===== src/rtl/id_exe_reg.sv =====
// ID/EXE pipeline register.
// Captures decoded instruction fields from ID and presents them to EXE one
// clock later. Supports hazard freeze, branch flush (bubble insertion) and
// keeps saturating statistics of stall and flush cycles.
module id_exe_reg #(
  parameter int PC_W  = 32,
  parameter int CNT_W = 16
) (
  input  logic             clk,
  input  logic             rst,
  input  logic             freeze,
  input  logic             flush,
  input  logic             valid_in,
  input  logic             WB_EN_in,
  input  logic             MEM_R_EN_in,
  input  logic             MEM_W_EN_in,
  input  logic             B_in,
  input  logic             S_in,
  input  logic             imm_in,
  input  logic [3:0]       EXE_CMD_in,
  input  logic [PC_W-1:0]  PC_in,
  input  logic [PC_W-1:0]  Val_Rn_in,
  input  logic [PC_W-1:0]  Val_Rm_in,
  input  logic [11:0]      Shift_operand_in,
  input  logic [23:0]      Signed_imm_24_in,
  input  logic [3:0]       Dest_in,
  input  logic [3:0]       src1_in,
  input  logic [3:0]       src2_in,
  input  logic [3:0]       SR_in,
  output logic             valid_out,
  output logic             WB_EN_out,
  output logic             MEM_R_EN_out,
  output logic             MEM_W_EN_out,
  output logic             B_out,
  output logic             S_out,
  output logic             imm_out,
  output logic [3:0]       EXE_CMD_out,
  output logic [PC_W-1:0]  PC_out,
  output logic [PC_W-1:0]  Val_Rn_out,
  output logic [PC_W-1:0]  Val_Rm_out,
  output logic [11:0]      Shift_operand_out,
  output logic [23:0]      Signed_imm_24_out,
  output logic [3:0]       Dest_out,
  output logic [3:0]       src1_out,
  output logic [3:0]       src2_out,
  output logic [3:0]       SR_out,
  output logic             MEM_out,
  output logic [CNT_W-1:0] stall_cnt,
  output logic [CNT_W-1:0] flush_cnt
);

  // Control bits only survive capture for a real instruction; a bubble still
  // carries its data fields so downstream forwarding logic sees stable values.
  logic keep_ctrl;
  assign keep_ctrl = valid_in;

  // Pipeline field register: flush beats freeze beats normal capture.
  // NOTE: sequential state uses non-blocking assignments so every register
  // samples the pre-edge values of all others, independent of statement order.
  always_ff @(posedge clk or negedge rst) begin
    if (!rst) begin
      valid_out         <= 1'b0;
      WB_EN_out         <= 1'b0;
      MEM_R_EN_out      <= 1'b0;
      MEM_W_EN_out      <= 1'b0;
      B_out             <= 1'b0;
      S_out             <= 1'b0;
      imm_out           <= 1'b0;
      EXE_CMD_out       <= '0;
      PC_out            <= '0;
      Val_Rn_out        <= '0;
      Val_Rm_out        <= '0;
      Shift_operand_out <= '0;
      Signed_imm_24_out <= '0;
      Dest_out          <= '0;
      src1_out          <= '0;
      src2_out          <= '0;
      SR_out            <= '0;
    end else if (flush) begin
      valid_out         <= 1'b0;
      WB_EN_out         <= 1'b0;
      MEM_R_EN_out      <= 1'b0;
      MEM_W_EN_out      <= 1'b0;
      B_out             <= 1'b0;
      S_out             <= 1'b0;
      imm_out           <= 1'b0;
      EXE_CMD_out       <= '0;
      PC_out            <= '0;
      Val_Rn_out        <= '0;
      Val_Rm_out        <= '0;
      Shift_operand_out <= '0;
      Signed_imm_24_out <= '0;
      Dest_out          <= '0;
      src1_out          <= '0;
      src2_out          <= '0;
      SR_out            <= '0;
    end else if (!freeze) begin
      valid_out         <= valid_in;
      WB_EN_out         <= WB_EN_in & keep_ctrl;
      // A write wins over a read so the two enables are never both set.
      MEM_R_EN_out      <= MEM_R_EN_in & ~MEM_W_EN_in & keep_ctrl;
      MEM_W_EN_out      <= MEM_W_EN_in & keep_ctrl;
      B_out             <= B_in & keep_ctrl;
      S_out             <= S_in & keep_ctrl;
      imm_out           <= imm_in;
      EXE_CMD_out       <= EXE_CMD_in;
      PC_out            <= PC_in;
      Val_Rn_out        <= Val_Rn_in;
      Val_Rm_out        <= Val_Rm_in;
      Shift_operand_out <= Shift_operand_in;
      Signed_imm_24_out <= Signed_imm_24_in;
      Dest_out          <= Dest_in;
      src1_out          <= src1_in;
      src2_out          <= src2_in;
      SR_out            <= SR_in;
    end
  end

  // Stall statistics: count frozen edges that were not overridden by a flush.
  always_ff @(posedge clk or negedge rst) begin
    if (!rst) begin
      stall_cnt <= '0;
    end else if (freeze && !flush && (stall_cnt != '1)) begin
      stall_cnt <= stall_cnt + CNT_W'(1);
    end
  end

  // Flush statistics: count every flushing edge, saturating at all-ones.
  always_ff @(posedge clk or negedge rst) begin
    if (!rst) begin
      flush_cnt <= '0;
    end else if (flush && (flush_cnt != '1)) begin
      flush_cnt <= flush_cnt + CNT_W'(1);
    end
  end

  // Memory-access flag derived purely from registered enables.
  assign MEM_out = MEM_R_EN_out | MEM_W_EN_out;

endmodule


===== config.mk =====
export PLATFORM = sky130hd
export DESIGN_NAME = id_exe_reg
export DESIGN_NICKNAME = d
export VERILOG_FILES = /design/src/rtl/id_exe_reg.sv
export SDC_FILE = /design/constraint.sdc
export NUM_CORES = 1
export LEC_CHECK = 0
export CORE_ASPECT_RATIO = 0.6
export CORE_UTILIZATION = 45
export CTS_BUF_LIST = sky130_fd_sc_hd__clkbuf_4 sky130_fd_sc_hd__clkbuf_8 sky130_fd_sc_hd__clkbuf_16
export DETAILED_ROUTE_END_ITERATION = 6
export GPL_ROUTABILITY_DRIVEN = 0
export PLACE_DENSITY = 0.82
export SYNTH_ARGS = -nofsm -noshare
export SYNTH_HDL_FRONTEND = slang
export SYNTH_SLANG_ARGS = --single-unit

===== constraint.sdc =====
create_clock -name clk -period 3.15 [get_ports clk]
set_input_delay 0.945 -clock clk [delete_from_list [all_inputs] [get_ports clk]]
set_output_delay 0.945 -clock clk [all_outputs]
set_load 0.03 [all_outputs]

==> results of run 1 <==
state kept, by name (all words and copies together) (netlist names), 4 cells and up:
name	count
src1_out	4
Val_Rn_out	32
flush_cnt	16
EXE_CMD_out	4
Val_Rm_out	32
Dest_out	4
Shift_operand_out	12
Signed_imm_24_out	24
stall_cnt	16
src2_out	4
PC_out	32
SR_out	4
metal layers:
metal | vias to the layer above | part of all wire [%] | wire, um
met5 | - | 0 | 0
met3 | 24 | 6.5 | 1450
li1 | 2916 | - | -
met4 | 0 | 1.2 | 260
met1 | 3102 | 44 | 9770
met2 | 245 | 48 | 10700
Yosys cell counts (all sizes together), types with 3 or more instances:
cell type  number
mux2            4
xnor2          11
a211oi          4
nand2          14
clkbuf         13
buf            25
nand4           9
and4            4
xor2           14
and3            6
inv             3
nor4            4
dfrtp         191
mux2i         153
nand3          11
a22oi           3
nor2          163
a21oi           7
final timing paths:
check / end / cells past startpoint / from
min: stall_cnt[13] / 1 / rst
max reg2reg: stall_cnt[1] / 5 / stall_cnt[0]
min in group clk: Val_Rm_out[27] / 2 / Val_Rm_out[27]
max in group asynchronous: Signed_imm_24_out[18] / 2 / rst
max: MEM_out / 2 / MEM_W_EN_out
min reg2reg: Val_Rm_out[27] / 2 / Val_Rm_out[27]
worst max-delay path, stage by stage, from the launching register on:
cell and delay, ns:
dfrtp_1 0.40, or2_2 0.31, clkdlybuf4s50_1 0.59
layout make-up:
class	instances	area, sq um
clock inverter	13	144
fill	1241	4910
tap	234	293
timing repair buffer	362	3670
clock buffer	18	439
multi-input combinational	428	3020
sequential	191	4780
inverter	3	11.3
kinds of logic after synthesis:
group | count (synthesis)
multiplexers | 157
AO/OA/AOI/OAI | 24
flip-flops | 191
AND/OR/NAND/NOR | 220
XOR/XNOR | 25
adder cells (fa/ha/maj) | 2
buffers and inverters | 41
stage by stage:
step | power, mW | hold WS (ns) | cell area (sq um) | instances | utilization [%]
after floorplan | 3.64 | 0.649 | 7990 | 660 | -
after global placement | 4.41 | 0.500 | 11800 | 1218 | 68.2
after detailed placement | 4.44 | 0.511 | 11800 | 1218 | 68.2
after CTS | 6.61 | 0.527 | 12400 | 1249 | 71.6
after global routing | 6.84 | 0.553 | 12400 | 1249 | 71.6
final | 6.56 | 0.519 | 12400 | 1249 | 71.6
power by group through the flow:
stage | sequential, mW | combinational [mW] | clock [mW]
final | 2.85 | 1.55 | 2.16
after global routing | 2.88 | 1.65 | 2.31
after CTS | 2.85 | 1.57 | 2.19
after detailed placement | 2.88 | 1.55 | 0
after global placement | 2.88 | 1.54 | 0
after floorplan | 3.24 | 0.402 | 0
cell usage in the layout (no fill, tap or decap), drive strengths merged:
cell and instances:
a2111oi 1, a211oi 4, a21boi 1, a21oi 7
a22oi 3, a31oi 2, a32oi 1, and2b 1
and3 6, and4 4, and4b 1, and4bb 1
buf 9, bufinv 1, clkbuf 20, clkdlybuf4s50 351
clkinv 3, clkinvlp 1, dfrtp 191, ha 2
inv 11, mux2 4, mux2i 153, nand2 14
nand2b 1, nand3 11, nand4 9, nor2 163
nor2b 1, nor3 2, nor4 4, o211ai 2
o21a 1, o21ai 2, or2 2, xnor2 11
xor2 14
==> run metrics, run 1 <==
DR WL/cell 17.8 um; RSZ-0062 raised after global routing no; met1 usage 32.9%; met2 GRT Util 39.5%; I/O Pins 355; Via density 5.03; share of layout cells above drive strength 1 5.91%; Max Root-Sink Buffers 2; clk_lat worst skew 0.42 ns; ant diodes 0; die area 18300 sq um; CP Class flip-flop to output port; sequential area share after synthesis 59.8%; pin count of the biggest net entering global routing 95; PortBufs 354; worst hold path class input pin to asynchronous set/reset pin; period utilization 84.3%; Chip Height 105 um; EDFF count, synth 0; met3 Resource Use GR 6.44%; CP max FO 3; Max IR drop VDD 0.000418 V; initial core utilization 46.3%; DIE WIDTH 174 um; Tmin final 2.66 ns; Power Internal 4.51 mW; Rows 37; top_reg_cell synth dfrtp_1; Gate power share 23.6%; drt drc 0; TritonCTS clock tree yes; synth top area cells dfrtp_1 (60%), mux2i_1 (19%), nor2_1 (7.7%); Startpoint Class flip-flop; Hold Buf Count CTS 0; setup ws final 0.494 ns; DP Worst Slack 0.809 ns; Core Region 17300 sq um; final setup fails 0; Final nets 1168; CTS clk-pin slew, worst paths 0.08 ns; Final Hold Viols 0; routed via count 6287; Worst setup EP type output port; cts repair resizes 0; NetSw 2.06 mW; fmax 376 MHz; GRT busiest layer met2; area added between synthesis and finish 54.7%; DR iter-0 viols 392; first-pass GRT wire length 34900 um; initial antenna violation count 0; area of the mapped netlist 7990 sq um; Flop pwr share 43.5%; critical path arrival 1.71 ns; Ys Warns 0; worst rel slew slack 51.4%; GRT Total Usage 24.4%; Post-CTS Setup Bufs 0; FFs w/ async S/R, synth 100%; Synth Area in XOR/XNOR 2.74%; Yosys cell types 48; Synth Area in Adders 0.313%; Avg Cell Area, Syn 12.1 sq um; synthesis-stage register bit count 191; Crit path required time 2.20 ns; Sw Ratio 31.3%; MaxCap Viol Count 0; clock group share of total power 32.9%; Post-Synth Simple-Gate Area 12.7%; TritonRoute pass-1 iters 5; Max H-tree Level 4; post-DP HPWL 15900 um; final wirelength 22200 um; R2R Setup Slk 1.36 ns; clk_skew 0.0116 ns; largest family of logic cells by synthesized area multiplexers; worst slew pin tran 0.729 ns; cell type with the highest aggregate area in the netlist dfrtp_1; CTS sink count 191; Synth Area in Compound Gates 2.30%; total gr overflow 0; synthesized instance count 660; Final TNS setup 0 ns; post-synthesis mux area share 19.8%; remaining antenna violation count after routing 0; Root Driver clkbuf_16; Final Max Tran Viols 0; CTS buffer count 17; vias in the first global route 6366; syn nets 825; status finished, final reports clean; Leak 5.77 nW; power density over the cells 531 nW/um^2; Synth top area share 59.8%
Note: power is estimated with default switching activity, not from simulation.
==> run 2, diff against run 1 <==
--- a/config.mk
+++ b/config.mk
@@ -6,11 +6,11 @@
 export NUM_CORES = 1
 export LEC_CHECK = 0
 export CORE_ASPECT_RATIO = 0.6
-export CORE_UTILIZATION = 45
+export CORE_UTILIZATION = 42
 export CTS_BUF_LIST = sky130_fd_sc_hd__clkbuf_4 sky130_fd_sc_hd__clkbuf_8 sky130_fd_sc_hd__clkbuf_16
 export DETAILED_ROUTE_END_ITERATION = 6
 export GPL_ROUTABILITY_DRIVEN = 0
-export PLACE_DENSITY = 0.82
+export PLACE_DENSITY = 0.77
 export SYNTH_ARGS = -nofsm -noshare
 export SYNTH_HDL_FRONTEND = slang
 export SYNTH_SLANG_ARGS = --single-unit
==> constraint.sdc (replaced) <==
create_clock -name clk -period 2.7 [get_ports clk]
set_input_delay 0.81 -clock clk [delete_from_list [all_inputs] [get_ports clk]]
set_output_delay 0.81 -clock clk [all_outputs]
set_load 0.03 [all_outputs]
==> run metrics, run 2 (synthesized netlist as in run 1, its figures left out) <==
Leak 5.80 nW (+0.47%); DR iter-0 viols 371 (-5.4%); Final TNS setup 0 ns (unchanged); die area 19600 sq um (+7.0%); ant diodes 0 (unchanged); worst rel slew slack 51.1% (-0.26 points); reg2reg start stall_cnt[0]; GRT Total Usage 23.6% (-0.77 points); Hold Buf Count CTS 0 (unchanged); RSZ-0062 raised after global routing no; total gr overflow 0 (unchanged); most common cell after layout, fill and taps aside clkdlybuf4s50_1; FF-to-FF End stall_cnt[10]; vias in the first global route 6065 (-4.7%); I/O Pins 355 (unchanged); Final Max Tran Viols 0 (unchanged); Layout fillers 1422 (+15%); remaining antenna violation count after routing 0 (unchanged); R2R Setup Slk 0.90 ns (-0.46 ns); Startpoint Class flip-flop; Crit path required time 1.89 ns (-0.31 ns); DP Worst Slack 0.506 ns (-0.303 ns); TritonRoute pass-1 iters 4 (-1); Top Registers PC_out (32), Val_Rm_out (32), Val_Rn_out (32); CTS buffer count 17 (unchanged); TritonCTS clock tree yes; area added between synthesis and finish 55.4%; Via density 4.91 (-2.4%); Max stage delay on crit path 0.60 ns (about the same); Max Root-Sink Buffers 2 (unchanged); DIE WIDTH 180 um (+3.5%); share of layout cells above drive strength 1 6.37% (+0.46 points); most frequent cells in the layout clkdlybuf4s50_1 (351), dfrtp_1 (191), nor2_1 (163); final setup fails 0 (unchanged); reg2reg path depth 5 (unchanged); Tmin final 2.53 ns; drt drc 0 (unchanged); Fin Hold WS 0.381 ns (-0.137 ns); initial core utilization 43.5% (-2.7 points); routed via count 6187 (-1.6%); final wirelength 22500 um (+1.4%); period utilization 93.6%; clk_skew 0.0130 ns (+0.00139 ns); worst slew pin tran 0.733 ns (+0.00397 ns); Root Driver clkbuf_16; Final Hold Viols 0 (unchanged); CP Class flip-flop to output port; worst hold path class input pin to asynchronous set/reset pin; power density over the cells 607 nW/um^2 (+14%); status finished, final reports clean; fmax 396 MHz; Max H-tree Level 4 (unchanged); Chip Height 109 um (+3.4%); buffers and inverters on the worst path 1 (unchanged); initial antenna violation count 0 (unchanged); PortBufs 354 (unchanged); pin count of the biggest net entering global routing 96 (+1.1%); CP max FO 3 (unchanged); Core Region 18400 sq um (+6.3%); fin util 67.6% (-4.0 points); clk_lat worst skew 0.43 ns (about the same); Crit path max-delay family buffers and inverters; first-pass GRT wire length 35400 um (+1.4%); DR WL/cell 17.9 um (+0.49%); register area 4780 sq um (unchanged); Worst setup EP type output port; post-DP HPWL 16300 um (+2.4%); Rows 38 (+2.7%); CTS sink count 191 (unchanged); critical path arrival 1.72 ns (about the same); cts repair resizes 0 (unchanged); multi-input logic area 3020 sq um (unchanged); Final nets 1173 (+0.43%); CP Cell Sequence or2_2 -> clkdlybuf4s50_1; Crit-path slowest cell clkdlybuf4s50_1; MaxCap Viol Count 0 (unchanged); setup ws final 0.174 ns (-0.320 ns); CTS clk-pin slew, worst paths 0.08 ns (about the same); Post-CTS Setup Bufs 0 (unchanged); Max IR drop VDD 0.000437 V (+4.7%)
[run 2: area by class of cell]
| cell class | instances | area share, % |
|---|---|---|
| Clock buffer | 18 | 3.54 |
| Clock inverter | 13 | 1.01 |
| Inverter | 3 | 0.0907 |
| Multi-Input combinational cell | 428 | 24.3 |
| Sequential cell | 191 | 38.5 |
| Tap cell | 240 | 2.42 |
| Timing Repair Buffer | 367 | 30.1 |
[run 2: metrics by stage]
| step | cells | power, mW | instance area [sq um] |
|---|---|---|---|
| floorplan | 660 | 4.25 | 7990 |
| global placement | 1229 | 5.16 | 11800 |
| detailed placement | 1229 | 5.18 | 11800 |
| CTS | 1260 | 7.62 | 12400 |
| global route | 1260 | 7.88 | 12400 |
| finish | 1260 | 7.53 | 12400 |
[run 2: where the power goes]
part / internal, mW / total [mW] / leakage (nW) / switching [mW]
clock network: 1.24 / 2.41 / 0.280 / 1.17
registers: 3.09 / 3.32 / 2.54 / 0.230
logic: 0.841 / 1.81 / 2.98 / 0.967
[run 2: worst max path at each step]
| stage | from | endpoint | slack [ns] | cells after the start |
|---|---|---|---|---|
| 6_report | MEM_W_EN_out | MEM_out | 0.17 | 2 |
| 5_1_grt | MEM_W_EN_out | MEM_out | 0.11 | 2 |
| 4_1_cts | MEM_W_EN_out | MEM_out | 0.15 | 2 |
| 3_5_place_dp | freeze | Val_Rm_out[21] | 0.51 | 5 |
| 3_3_place_gp | freeze | Val_Rm_out[21] | 0.53 | 5 |
| 2_1_floorplan | freeze | stall_cnt[10] | 0.78 | 6 |
[run 2: layer usage]
layer / GRT usage, % / vias up / routed length, um
met5: 0 / - / 0
met4: 7.51 / 0 / 376
met3: 5.85 / 26 / 1400
met2: 36.0 / 199 / 10200
met1: 33.4 / 3022 / 10500
li1: - / 2940 / -
